[config.mk]
export PLATFORM = sky130hd
export DESIGN_NAME = imem_fetch_ctrl_flat
export DESIGN_NICKNAME = d
export VERILOG_FILES = /design/src/rtl/cpu_pkg.sv /design/src/rtl/imem_fetch_ctrl_if.sv /design/src/rtl/imem_fetch_ctrl_pc_unit.sv /design/src/rtl/imem_fetch_ctrl.sv /design/src/flat_wrapper.sv
export SDC_FILE = /design/constraint.sdc
export NUM_CORES = 1
export LEC_CHECK = 0
export CAP_MARGIN = 0
export CORE_MARGIN = 2
export CORE_UTILIZATION = 44
export CTS_CLUSTER_DIAMETER = 50
export DETAILED_ROUTE_END_ITERATION = 8
export PLACE_DENSITY = 0.69
export SETUP_SLACK_MARGIN = 0.1
export SLEW_MARGIN = 30
export SYNTH_ARGS = -nofsm -noshare
export SYNTH_HDL_FRONTEND = slang
export SYNTH_SLANG_ARGS = --single-unit
[constraint.sdc]
create_clock -name clk -period 5.24 [get_ports clk]
set_input_delay 0.524 -clock clk [delete_from_list [all_inputs] [get_ports clk]]
set_output_delay 0.524 -clock clk [all_outputs]
set_load 0.05 [all_outputs]
[src/rtl/cpu_pkg.sv]
// Shared ISA constants, FSM encodings and instruction-field helpers for the 8-bit core.
package cpu_pkg;

  localparam logic [1:0] OP_ADD   = 2'b00;
  localparam logic [1:0] OP_LOAD  = 2'b01;
  localparam logic [1:0] OP_STORE = 2'b10;
  localparam logic [1:0] OP_JUMP  = 2'b11;

  localparam int unsigned SEXT_W = 16;

  typedef enum logic [2:0] {
    S_IDLE   = 3'd0,
    S_FETCH  = 3'd1,
    S_DECODE = 3'd2,
    S_EXEC   = 3'd3,
    S_MEM    = 3'd4,
    S_WB     = 3'd5,
    S_HALT   = 3'd6,
    S_ERROR  = 3'd7
  } state_e;

  typedef enum logic [1:0] {
    PC_HOLD = 2'd0,
    PC_INC  = 2'd1,
    PC_REL  = 2'd2
  } pc_sel_e;

  function automatic logic [1:0] op_of(input logic [7:0] i);
    return i[7:6];
  endfunction

  function automatic logic [1:0] rs_of(input logic [7:0] i);
    return i[5:4];
  endfunction

  function automatic logic [1:0] rt_of(input logic [7:0] i);
    return i[3:2];
  endfunction

  function automatic logic [1:0] f_of(input logic [7:0] i);
    return i[1:0];
  endfunction

  function automatic logic [5:0] imm6_of(input logic [7:0] i);
    return i[5:0];
  endfunction

  // Sign-extends a 6-bit offset; callers truncate to their own address width.
  function automatic logic [SEXT_W-1:0] sext6(input logic [5:0] v);
    return {{(SEXT_W-6){v[5]}}, v};
  endfunction

endpackage

[src/rtl/imem_fetch_ctrl_if.sv]
// Instruction-memory address/data and data-memory request/ready bundle.
interface imem_fetch_ctrl_if #(
  parameter int unsigned ADDR_W = 8
);
  logic [ADDR_W-1:0] pc;
  logic [7:0]        instruction;
  logic              mem_read;
  logic              mem_write;
  logic              dmem_ready;

  modport master (
    output pc, mem_read, mem_write,
    input  instruction, dmem_ready
  );

  modport slave (
    input  pc, mem_read, mem_write,
    output instruction, dmem_ready
  );
endinterface

[src/rtl/imem_fetch_ctrl_pc_unit.sv]
// Program counter register: hold, increment, or pc-relative load.
module imem_fetch_ctrl_pc_unit
  import cpu_pkg::*;
#(
  parameter int unsigned ADDR_W = 8
) (
  input  logic              clk,
  input  logic              reset,
  input  pc_sel_e           sel,
  input  logic [ADDR_W-1:0] offset,
  output logic [ADDR_W-1:0] pc
);

  logic [ADDR_W-1:0] pc_inc;

  assign pc_inc = pc + ADDR_W'(1);

  // PC update; arithmetic wraps modulo 2^ADDR_W.
  always_ff @(posedge clk) begin
    if (reset) begin
      pc <= '0;
    end else begin
      case (sel)
        PC_INC:  pc <= pc_inc;
        PC_REL:  pc <= pc_inc + offset;
        default: pc <= pc;
      endcase
    end
  end

endmodule

[src/rtl/imem_fetch_ctrl.sv]
// Multi-cycle fetch/decode/sequence controller with timed data-memory handshake.
module imem_fetch_ctrl
  import cpu_pkg::*;
#(
  parameter int unsigned ADDR_W      = 8,
  parameter int unsigned PROG_LEN    = 9,
  parameter int unsigned MEM_TIMEOUT = 15
) (
  input  logic                clk,
  input  logic                reset,
  input  logic                run,
  imem_fetch_ctrl_if.master   bus,
  output logic [7:0]          ir,
  output logic                reg_write,
  output logic [1:0]          reg_dst,
  output logic                halted,
  output logic                err,
  output logic [2:0]          state_o
);

  localparam int unsigned CNT_W = $clog2(MEM_TIMEOUT + 1);

  state_e            state_q, state_d;
  logic [7:0]        ir_q;
  logic              ir_load;
  logic [CNT_W-1:0]  cnt_q, cnt_d;
  pc_sel_e           pc_sel;
  logic [ADDR_W-1:0] pc_q;
  logic [ADDR_W-1:0] jump_off;
  logic [1:0]        op;
  logic              reg_write_q, reg_write_d;
  logic [1:0]        reg_dst_q, reg_dst_d;
  logic              mem_read_q, mem_read_d;
  logic              mem_write_q, mem_write_d;
  logic              halted_q, halted_d;
  logic              err_q, err_d;

  assign op       = op_of(ir_q);
  assign jump_off = ADDR_W'(sext6(imm6_of(ir_q)));

  imem_fetch_ctrl_pc_unit #(.ADDR_W(ADDR_W)) u_pc (
    .clk    (clk),
    .reset  (reset),
    .sel    (pc_sel),
    .offset (jump_off),
    .pc     (pc_q)
  );

  // Next state, pc control and next values of the registered strobes.
  always_comb begin
    state_d = state_q;
    pc_sel  = PC_HOLD;
    ir_load = 1'b0;
    cnt_d   = cnt_q;
    case (state_q)
      S_IDLE: if (run) state_d = S_FETCH;
      S_FETCH: begin
        if (32'(pc_q) >= PROG_LEN) begin
          state_d = S_HALT;
        end else begin
          ir_load = 1'b1;
          state_d = S_DECODE;
        end
      end
      S_DECODE: state_d = S_EXEC;
      S_EXEC: begin
        case (op)
          OP_ADD:  state_d = S_WB;
          OP_JUMP: begin
            pc_sel  = PC_REL;
            state_d = run ? S_FETCH : S_IDLE;
          end
          default: state_d = S_MEM;
        endcase
      end
      S_MEM: begin
        if (bus.dmem_ready) begin
          cnt_d = '0;
          if (op == OP_LOAD) begin
            state_d = S_WB;
          end else begin
            pc_sel  = PC_INC;
            state_d = run ? S_FETCH : S_IDLE;
          end
        end else if (cnt_q == CNT_W'(MEM_TIMEOUT - 1)) begin
          cnt_d   = CNT_W'(MEM_TIMEOUT);
          state_d = S_ERROR;
        end else begin
          cnt_d = cnt_q + CNT_W'(1);
        end
      end
      S_WB: begin
        pc_sel  = PC_INC;
        state_d = run ? S_FETCH : S_IDLE;
      end
      default: state_d = state_q;
    endcase

    // Strobes are derived from the state being entered so they line up with it.
    reg_write_d = (state_d == S_WB);
    reg_dst_d   = reg_write_d ? ((op == OP_ADD) ? f_of(ir_q) : rt_of(ir_q)) : 2'b00;
    mem_read_d  = (state_d == S_MEM) && (op == OP_LOAD);
    mem_write_d = (state_d == S_MEM) && (op == OP_STORE);
    halted_d    = halted_q | (state_d == S_HALT);
    err_d       = err_q | (state_d == S_ERROR);
  end

  // State, instruction register, wait counter and output registers.
  always_ff @(posedge clk) begin
    if (reset) begin
      state_q     <= S_IDLE;
      ir_q        <= '0;
      cnt_q       <= '0;
      reg_write_q <= 1'b0;
      reg_dst_q   <= '0;
      mem_read_q  <= 1'b0;
      mem_write_q <= 1'b0;
      halted_q    <= 1'b0;
      err_q       <= 1'b0;
    end else begin
      state_q     <= state_d;
      cnt_q       <= cnt_d;
      reg_write_q <= reg_write_d;
      reg_dst_q   <= reg_dst_d;
      mem_read_q  <= mem_read_d;
      mem_write_q <= mem_write_d;
      halted_q    <= halted_d;
      err_q       <= err_d;
      if (ir_load) ir_q <= bus.instruction;
    end
  end

  assign bus.pc        = pc_q;
  assign bus.mem_read  = mem_read_q;
  assign bus.mem_write = mem_write_q;
  assign ir            = ir_q;
  assign reg_write     = reg_write_q;
  assign reg_dst       = reg_dst_q;
  assign halted        = halted_q;
  assign err           = err_q;
  assign state_o       = state_q;

endmodule

[src/flat_wrapper.sv]
// flat-port wrapper written by rule: the top's interface ports become plain ports
module imem_fetch_ctrl_flat import cpu_pkg::*;
#(
  parameter int unsigned ADDR_W      = 8,
  parameter int unsigned PROG_LEN    = 9,
  parameter int unsigned MEM_TIMEOUT = 15
)
  (clk, reset, run, ir, reg_write, reg_dst, halted, err, state_o, bus_pc, bus_mem_read, bus_mem_write, bus_instruction, bus_dmem_ready);
  imem_fetch_ctrl_if #(.ADDR_W(ADDR_W)) bus_i ();
  input  logic clk;
  input  logic reset;
  input  logic run;
  output logic [7:0] ir;
  output logic reg_write;
  output logic [1:0] reg_dst;
  output logic halted;
  output logic err;
  output logic [2:0] state_o;
  output wire logic [$bits(bus_i.pc)-1:0] bus_pc;
  output wire logic [$bits(bus_i.mem_read)-1:0] bus_mem_read;
  output wire logic [$bits(bus_i.mem_write)-1:0] bus_mem_write;
  input wire logic [$bits(bus_i.instruction)-1:0] bus_instruction;
  input wire logic [$bits(bus_i.dmem_ready)-1:0] bus_dmem_ready;
  assign bus_pc = bus_i.pc;
  assign bus_mem_read = bus_i.mem_read;
  assign bus_mem_write = bus_i.mem_write;
  assign bus_i.instruction = bus_instruction;
  assign bus_i.dmem_ready = bus_dmem_ready;
  imem_fetch_ctrl #(.ADDR_W(ADDR_W), .PROG_LEN(PROG_LEN), .MEM_TIMEOUT(MEM_TIMEOUT)) u_core (.clk(clk), .reset(reset), .run(run), .bus(bus_i), .ir(ir), .reg_write(reg_write), .reg_dst(reg_dst), .halted(halted), .err(err), .state_o(state_o));
endmodule
==> results of run 1 <==
-- metal layers --
layer  wire, um  track usage [%]
met5          0                0
met4         71            6.289
met3        238            5.000
met2       1862            25.28
met1       2266            26.75
-- power by group --
part / switching (mW) / internal, mW / leakage [nW] / total (mW)
sequential: 0.0242 / 0.242 / 0.243 / 0.267
combinational: 0.114 / 0.0781 / 0.712 / 0.193
clock: 0.0907 / 0.106 / 0.0482 / 0.196
total: 0.229 / 0.426 / 1.00 / 0.656
-- tightest hold or removal path: stages, from the launching register on --
cell and delay [ns]:
dfxtp_1 0.31, inv_1 0.05, a21oi_1 0.05
-- final cells by class --
class                   count  area (um^2)
clock inverters             1        5.005
multi-input cells         183         1324
fillers                   425         1903
inverters                  14        52.55
repair buffers             38        377.9
well taps                  52        65.06
clock buffers               7        86.33
flip-flops and latches     30        600.6
-- logic make-up after synthesis --
family | share of synthesized area (%)
compound gates | 19.48
xor+xnor | 3.419
fa+ha+maj | 12.58
buf+inv | 6.105
flops | 29.30
mux | 5.434
simple gates | 23.69
-- flip-flops by register name (all words and copies together) (netlist names) --
name / count
u_core.ir: 8
u_core.u_pc.pc: 8
u_core.cnt_q: 4
u_core.state_o: 3
u_core.reg_dst: 2
u_core.bus.mem_read: 1
u_core.bus.mem_write: 1
u_core.err: 1
u_core.halted: 1
u_core.reg_write: 1
-- per-stage QoR --
| stage | cell area [um^2] | total power [mW] |
|---|---|---|
| global route | 2511 | 0.6851 |
| detailed placement | 2420 | 0.4634 |
| CTS | 2511 | 0.6583 |
| global placement | 2420 | 0.4622 |
| finish | 2511 | 0.6556 |
| floorplan | 2049 | 0.4170 |
-- placed cells by master (no fill, tap or decap), types with 2 or more instances in the layout --
cell type and instances:
clkdlybuf4s50_1 37, dfxtp_1 30, nor2_1 26, ha_1 19, inv_1 14, nand2_1 12, a21oi_1 12, a31oi_1 10
mux2i_1 10, nor3_1 8, xnor2_1 7, a211oi_1 7, nand3_1 6, nand2b_1 6, o21ai_0 6, clkbuf_8 6
nor2b_1 5, a21o_1 4, nand3b_1 3, and3_1 3, nor3b_1 2, o21ai_1 2, a211o_1 2, nand4_1 2
o211ai_1 2, o21ba_1 2, a221oi_1 2
-- path summary, 6_finish.rpt --
check / startpoint / to / slack, ns
min reg2reg: u_core.err$_SDFF_PP0_ / u_core.err$_SDFF_PP0_ / 0.45
max reg2reg: u_core.u_pc.pc[0]$_SDFFE_PP0P_ / u_core.u_pc.pc[7]$_SDFFE_PP0P_ / 2.53
min: u_core.err$_SDFF_PP0_ / u_core.err$_SDFF_PP0_ / 0.45
max: u_core.u_pc.pc[0]$_SDFFE_PP0P_ / u_core.u_pc.pc[7]$_SDFFE_PP0P_ / 2.53
==> summary.txt, run 1 <==
Placement
  – Detailed placement HPWL: 3.259 mm
  – Placer's final routability congestion estimate: approximately 0.84
  – Placed instance count: 317
  – IO buf count: 37
  – Placement Setup Slack: about 2.4 ns

Power and ir drop
  – VDD IR max: 0.1701 mV
  – Power per cell area: 261.1 nW/um^2
  – Lkg Pwr: ~1 nW

Routing
  – WL per Instance: 13.66 um
  – Antenna-violating nets left: 0
  – DR DRC count: 0
  – First DRT Iteration DRCs: 103
  – Drt pass-1 iters: 4
  – Routed WL: between 4 and 5 mm
  – Routed vias: 1809
  – Vias per inst: about 5.6

CTS
  – Clk_lat worst skew: 0.30 ns
  – Hold Buf Count CTS: 0
  – Setup Buffers After CTS: 0
  – Clk sinks: 30
  – CTS buffer count: 5
  – Post_cts resized: 0
  – Number of H-tree levels: 2
  – CTS tree: done
  – Clock transition at path regs: 0.07 ns
  – Bufs on Longest Clock Path: 2
  – Root buffer cell: clkbuf_8

Flow run
  – Max Cap Violations: 0

Die
  – Core Footprint: 4414 um^2
  – Die Wd: around 72 um
  – Die area: approximately 5200 um^2
  – Initial Utilization: a little under half
  – Site Rows: 24
  – IO Pins: 38
  – Die height: 72.25 um

STA
  – Hold Vio Cnt, Final: 0
  – Period utilisation layout: 51.68%
  – Fin. max-slew vios: 0
  – Clock period minus worst slack: 2.708 ns
  – Fin Setup TNS: 0 ns
  – RSZ-0062 raised after global routing: false
  – Worst-Margin Slew: roughly 0.53 ns
  – Final setup viols: 0
  – Post-Route Skew: 0.009226 ns
  – Max Fclk: between 300 and 400 MHz
  – Worst hold slack: 0.4506 ns
  – Worst Slack Setup Final: 2.532 ns
  – Slew headroom: 64.70%

Worst setup path
  – Crit-path slowest cell: dfxtp_1
  – Worst Setup End Kind: register
  – Crit path depth: 10
  – Worst path required time: between 5 and 6 ns
  – Crit path max fanout: 8
  – Reg2Reg Depth: 10
  – Most common cell on crit path: ha_1
  – Worst Path Arrival: 2.88 ns
  – Crit path max-delay family: simple AND/OR/NAND/NOR gates
  – Critical setup path kind: reg -> reg
  – Max incr delay on CP: 0.49 ns
  – WP buf/inv: 0
  – Crit path cell chain: ha_1 -> nand3_1 -> nor2_1 -> xnor2_1 -> ha_1 -> nor3b_1 -> o21ai_0 -> and4b_1 -> o211ai_1 -> nand4_1
  – CP startpoint kind: register

Final layout
  – Final nets: 304
  – P&R area growth vs syn: 22.53%
  – Non-Filler Instances: 325
  – Antenna diode instance count: 0
  – Final Util: approximately 57%
  – Layout cells sized above 1: 6.227%

Yosys
  – Synthesized area per cell: approximately 8.6 um^2
  – Synth warn: 0
  – Number of synthesized register bits: 30
  – Syn Nets: about 270
  – Commonest cells post-synth: 30 x dfxtp_1, 26 x nor2_1, 19 x ha_1
  – Biggest area consumer among synthesized cells: dfxtp_1
  – Most instantiated library cell after synthesis: dfxtp_1
  – Ys async rst share: 0%
  – Synth area leaders: dfxtp_1 29%, ha_1 12%, mux2i_1 4.9%, nor2_1 4.8%, a31oi_1 3.1%
  – Post-synth cell types: 54
  – Post-Syn Instances: 237
  – Sequential area share after synthesis: between 20% and 30%
  – Primary FF master, synth: dfxtp_1
  – Mapped Area: ~2000 um^2
  – Share of the synthesized area in the top cell type: 29.30%
  – EDFF count, synth: 0

Global route
  – Initial antenna violation count: 0
  – Congestion Overflow GR: 0
  – GRT Total Usage: between 10% and 20%
  – First-pass GRT wire length: 7.431 mm
  – Pin count of the biggest net entering global routing: 31
  – Vias in the first global route: 1601

Hold path
  – Worst Hold Class: reg -> reg
  – Cell count of the worst hold path: 2

Status
  – Status: completed
Power figures use the tool's default switching activity.
==> inputs of run 2 (changes only) <==
PLACE_DENSITY = 0.72   (was 0.69)
clock period = 2.4 ns   (was 5.24 ns; I/O delays follow)
==> summary.txt, run 2 (synthesized netlist as in run 1, its figures left out) <==
Placement
  – Placed instance count: 325 (was 317)
  – Placer's final routability congestion estimate: 0.8739 (was 0.8429)
  – Post-placement cell area: 2504 um^2 (was 2420 um^2)
  – IO buf count: 37 (unchanged)
  – Detailed placement HPWL: 3.561 mm (was 3.259 mm)

STA
  – Max Fclk: 439.5 MHz (was 369.3 MHz)
  – Slew headroom: 65.03% (was 64.70%)
  – Post-Route Skew: 0.004328 ns (was 0.009226 ns)
  – Clock period minus worst slack: 2.276 ns (was 2.708 ns)
  – RSZ-0062 raised after global routing: true (was false)
  – Worst-Margin Slew: 0.5228 ns (was 0.5277 ns)
  – Fin. max-slew vios: 0 (unchanged)
  – Worst hold slack: 0.4458 ns (was 0.4506 ns)
  – Fin Setup TNS: 0 ns (unchanged)
  – Final setup viols: 0 (unchanged)
  – Period utilisation layout: 94.81% (was 51.68%)
  – Hold Vio Cnt, Final: 0 (unchanged)

Final layout
  – Sequential cell area: 619.3 um^2 (was 600.6 um^2)
  – Most common cell after layout, fill and taps aside: clkdlybuf4s50_1 (unchanged)
  – P&R area growth vs syn: 35.59% (was 22.53%)
  – Layout cells sized above 1: 18.97% (was 6.227%)
  – Commonest cells after routing, fill and taps aside: 37 x clkdlybuf4s50_1, 25 x nor2_1, 23 x dfxtp_1 (was 37 x clkdlybuf4s50_1, 30 x dfxtp_1, 26 x nor2_1)
  – Final nets: 321 (was 304)
  – Filler cell count: 383 (was 425)
  – Non-Filler Instances: 342 (was 325)
  – Multi-input logic area: 1456 um^2 (was 1324 um^2)
  – Antenna diode instance count: 0 (unchanged)
  – Post-route design area: 2779 um^2 (was 2511 um^2)

Routing
  – DR DRC count: 0 (unchanged)
  – Antenna-violating nets left: 0 (unchanged)
  – WL per Instance: 14.76 um (was 13.66 um)
  – Vias per inst: 5.629 (was 5.566)
  – Routed vias: 1925 (was 1809)
  – Routed WL: 5.048 mm (was 4.439 mm)
  – Drt pass-1 iters: 4 (unchanged)
  – First DRT Iteration DRCs: 145 (was 103)

CTS
  – Number of H-tree levels: 2 (unchanged)
  – Clock transition at path regs: 0.06 ns (was 0.07 ns)
  – Hold Buf Count CTS: 0 (unchanged)
  – CTS buffer count: 5 (unchanged)
  – Bufs on Longest Clock Path: 2 (unchanged)
  – Clk_lat worst skew: 0.29 ns (was 0.30 ns)
  – Clk sinks: 30 (unchanged)
  – Root buffer cell: clkbuf_8 (unchanged)
  – CTS tree: done (unchanged)

Hold path
  – Worst Hold Class: reg -> reg (unchanged)
  – Min-Delay Startpoint: u_core.err$_SDFF_PP0_ (unchanged)

Worst setup path
  – Crit path max fanout: 9 (was 8)
  – Worst Path Arrival: 2.51 ns (was 2.88 ns)
  – Crit path cell chain: and4_4 -> and2_2 -> xnor2_2 -> ha_1 -> nand2_1 -> or3_4 -> a211o_1 -> a22o_1 -> nand4_1 (was ha_1 -> nand3_1 -> nor2_1 -> xnor2_1 -> ha_1 -> nor3b_1 -> o21ai_0 -> and4b_1 -> o211ai_1 -> nand4_1)
  – Critical setup path kind: reg -> reg (unchanged)
  – Worst path required time: 2.63 ns (was 5.41 ns)
  – CP startpoint kind: register (unchanged)
  – CP startpoint: u_core.u_pc.pc[2]$_SDFFE_PP0P_ (was u_core.u_pc.pc[0]$_SDFFE_PP0P_)
  – Crit-path slowest cell: dfxtp_4 (was dfxtp_1)
  – RR Startpoint: u_core.u_pc.pc[2]$_SDFFE_PP0P_ (was u_core.u_pc.pc[0]$_SDFFE_PP0P_)
  – Worst Setup End Kind: register (unchanged)
  – Max incr delay on CP: 0.37 ns (was 0.49 ns)

Global route
  – Pin count of the biggest net entering global routing: 16 (was 31)
  – Grt met1 use: 28.18% (was 26.75%)
  – GR met2 Demand/Resource: 28.24% (was 25.28%)
  – Initial antenna violation count: 0 (unchanged)
  – GR peak layer: met2 (was met1)
  – Met3 Track Usage GR: 3.472% (was 5.000%)
  – First-pass GRT wire length: 7.921 mm (was 7.431 mm)
  – GRT Total Usage: 19.53% (was 18.16%)
  – Congestion Overflow GR: 0 (unchanged)
  – Vias in the first global route: 1636 (was 1601)

Die
  – Site Rows: 24 (unchanged)
  – Die Wd: 72.25 um (unchanged)
  – IO Pins: 38 (unchanged)
  – Core Footprint: 4414 um^2 (unchanged)
  – Die area: 5220 um^2 (unchanged)
  – Die height: 72.25 um (unchanged)
  – Initial Utilization: 46.43% (unchanged)

Flow run
  – Max Cap Violations: 0 (unchanged)

Power and ir drop
  – Final total power: 1.447 mW (was 0.6556 mW)
  – Lkg Pwr: 1.135 nW (was 1.003 nW)
  – VDD IR max: 0.3454 mV (was 0.1701 mV)
  – Power per cell area: 520.8 nW/um^2 (was 261.1 nW/um^2)

Status
  – Status: completed (unchanged)
[run 2: cell types whose count changed in the layout (fill, tap and decap cells not counted), sizes merged]
cell / delta
clkbuf: +1
clkinv: -1
buf: +17
[run 2: final timing paths]
path / end / slack (ns) / cells after the start
max: u_core.u_pc.pc[7]$_SDFFE_PP0P_ / 0.12 / 9
min: u_core.err$_SDFF_PP0_ / 0.45 / 2
max reg2reg: u_core.u_pc.pc[7]$_SDFFE_PP0P_ / 0.12 / 9
min reg2reg: u_core.err$_SDFF_PP0_ / 0.45 / 2
[run 2: where the power goes]
part / leakage (nW) / switching, mW / internal [mW]
logic: 0.848 / 0.279 / 0.207
registers: 0.248 / 0.0461 / 0.528
clock network: 0.0395 / 0.182 / 0.205
[run 2: critical path: cells and delay by family, from the launching register on]
family | cells | cell delay (ns)
and+or+nand+nor | 5 | 0.88
xor gates and xnor gates | 1 | 0.14
adders and majority gates | 1 | 0.32
DFF | 1 | 0.37
AOI/OAI and AO/OA | 2 | 0.51
[run 2: layer usage]
metal | up-vias | part of all wire [%]
li1 | 955 | -
met1 | 898 | 48
met2 | 64 | 44
met3 | 8 | 5.6
met4 | 0 | 1.5
met5 | - | 0
[run 2: area by class of cell]
type	count	area share (%)
tap	52	2.341
multi-input combinational	183	52.41
sequential	30	22.29
clock buffer	8	2.882
timing repair buffer	55	18.19
inverter	14	1.891
[run 2: timing repair]
item	CTS	global route
setup endpoints to repair	2	4
gates resized for setup	9	13
setup buffers	4	5
pin swaps	5	8
cloned	0	0
endpoints found under the hold margin	0	0
[run 2: per-stage QoR]
stage               utilization [%]  setup WS, ns
finish                        62.95        0.1245
global route                  62.95       0.03320
CTS                           60.52        0.1034
detailed placement            56.72      -0.04782
global placement              56.72       0.09595
floorplan                         -       0.07978
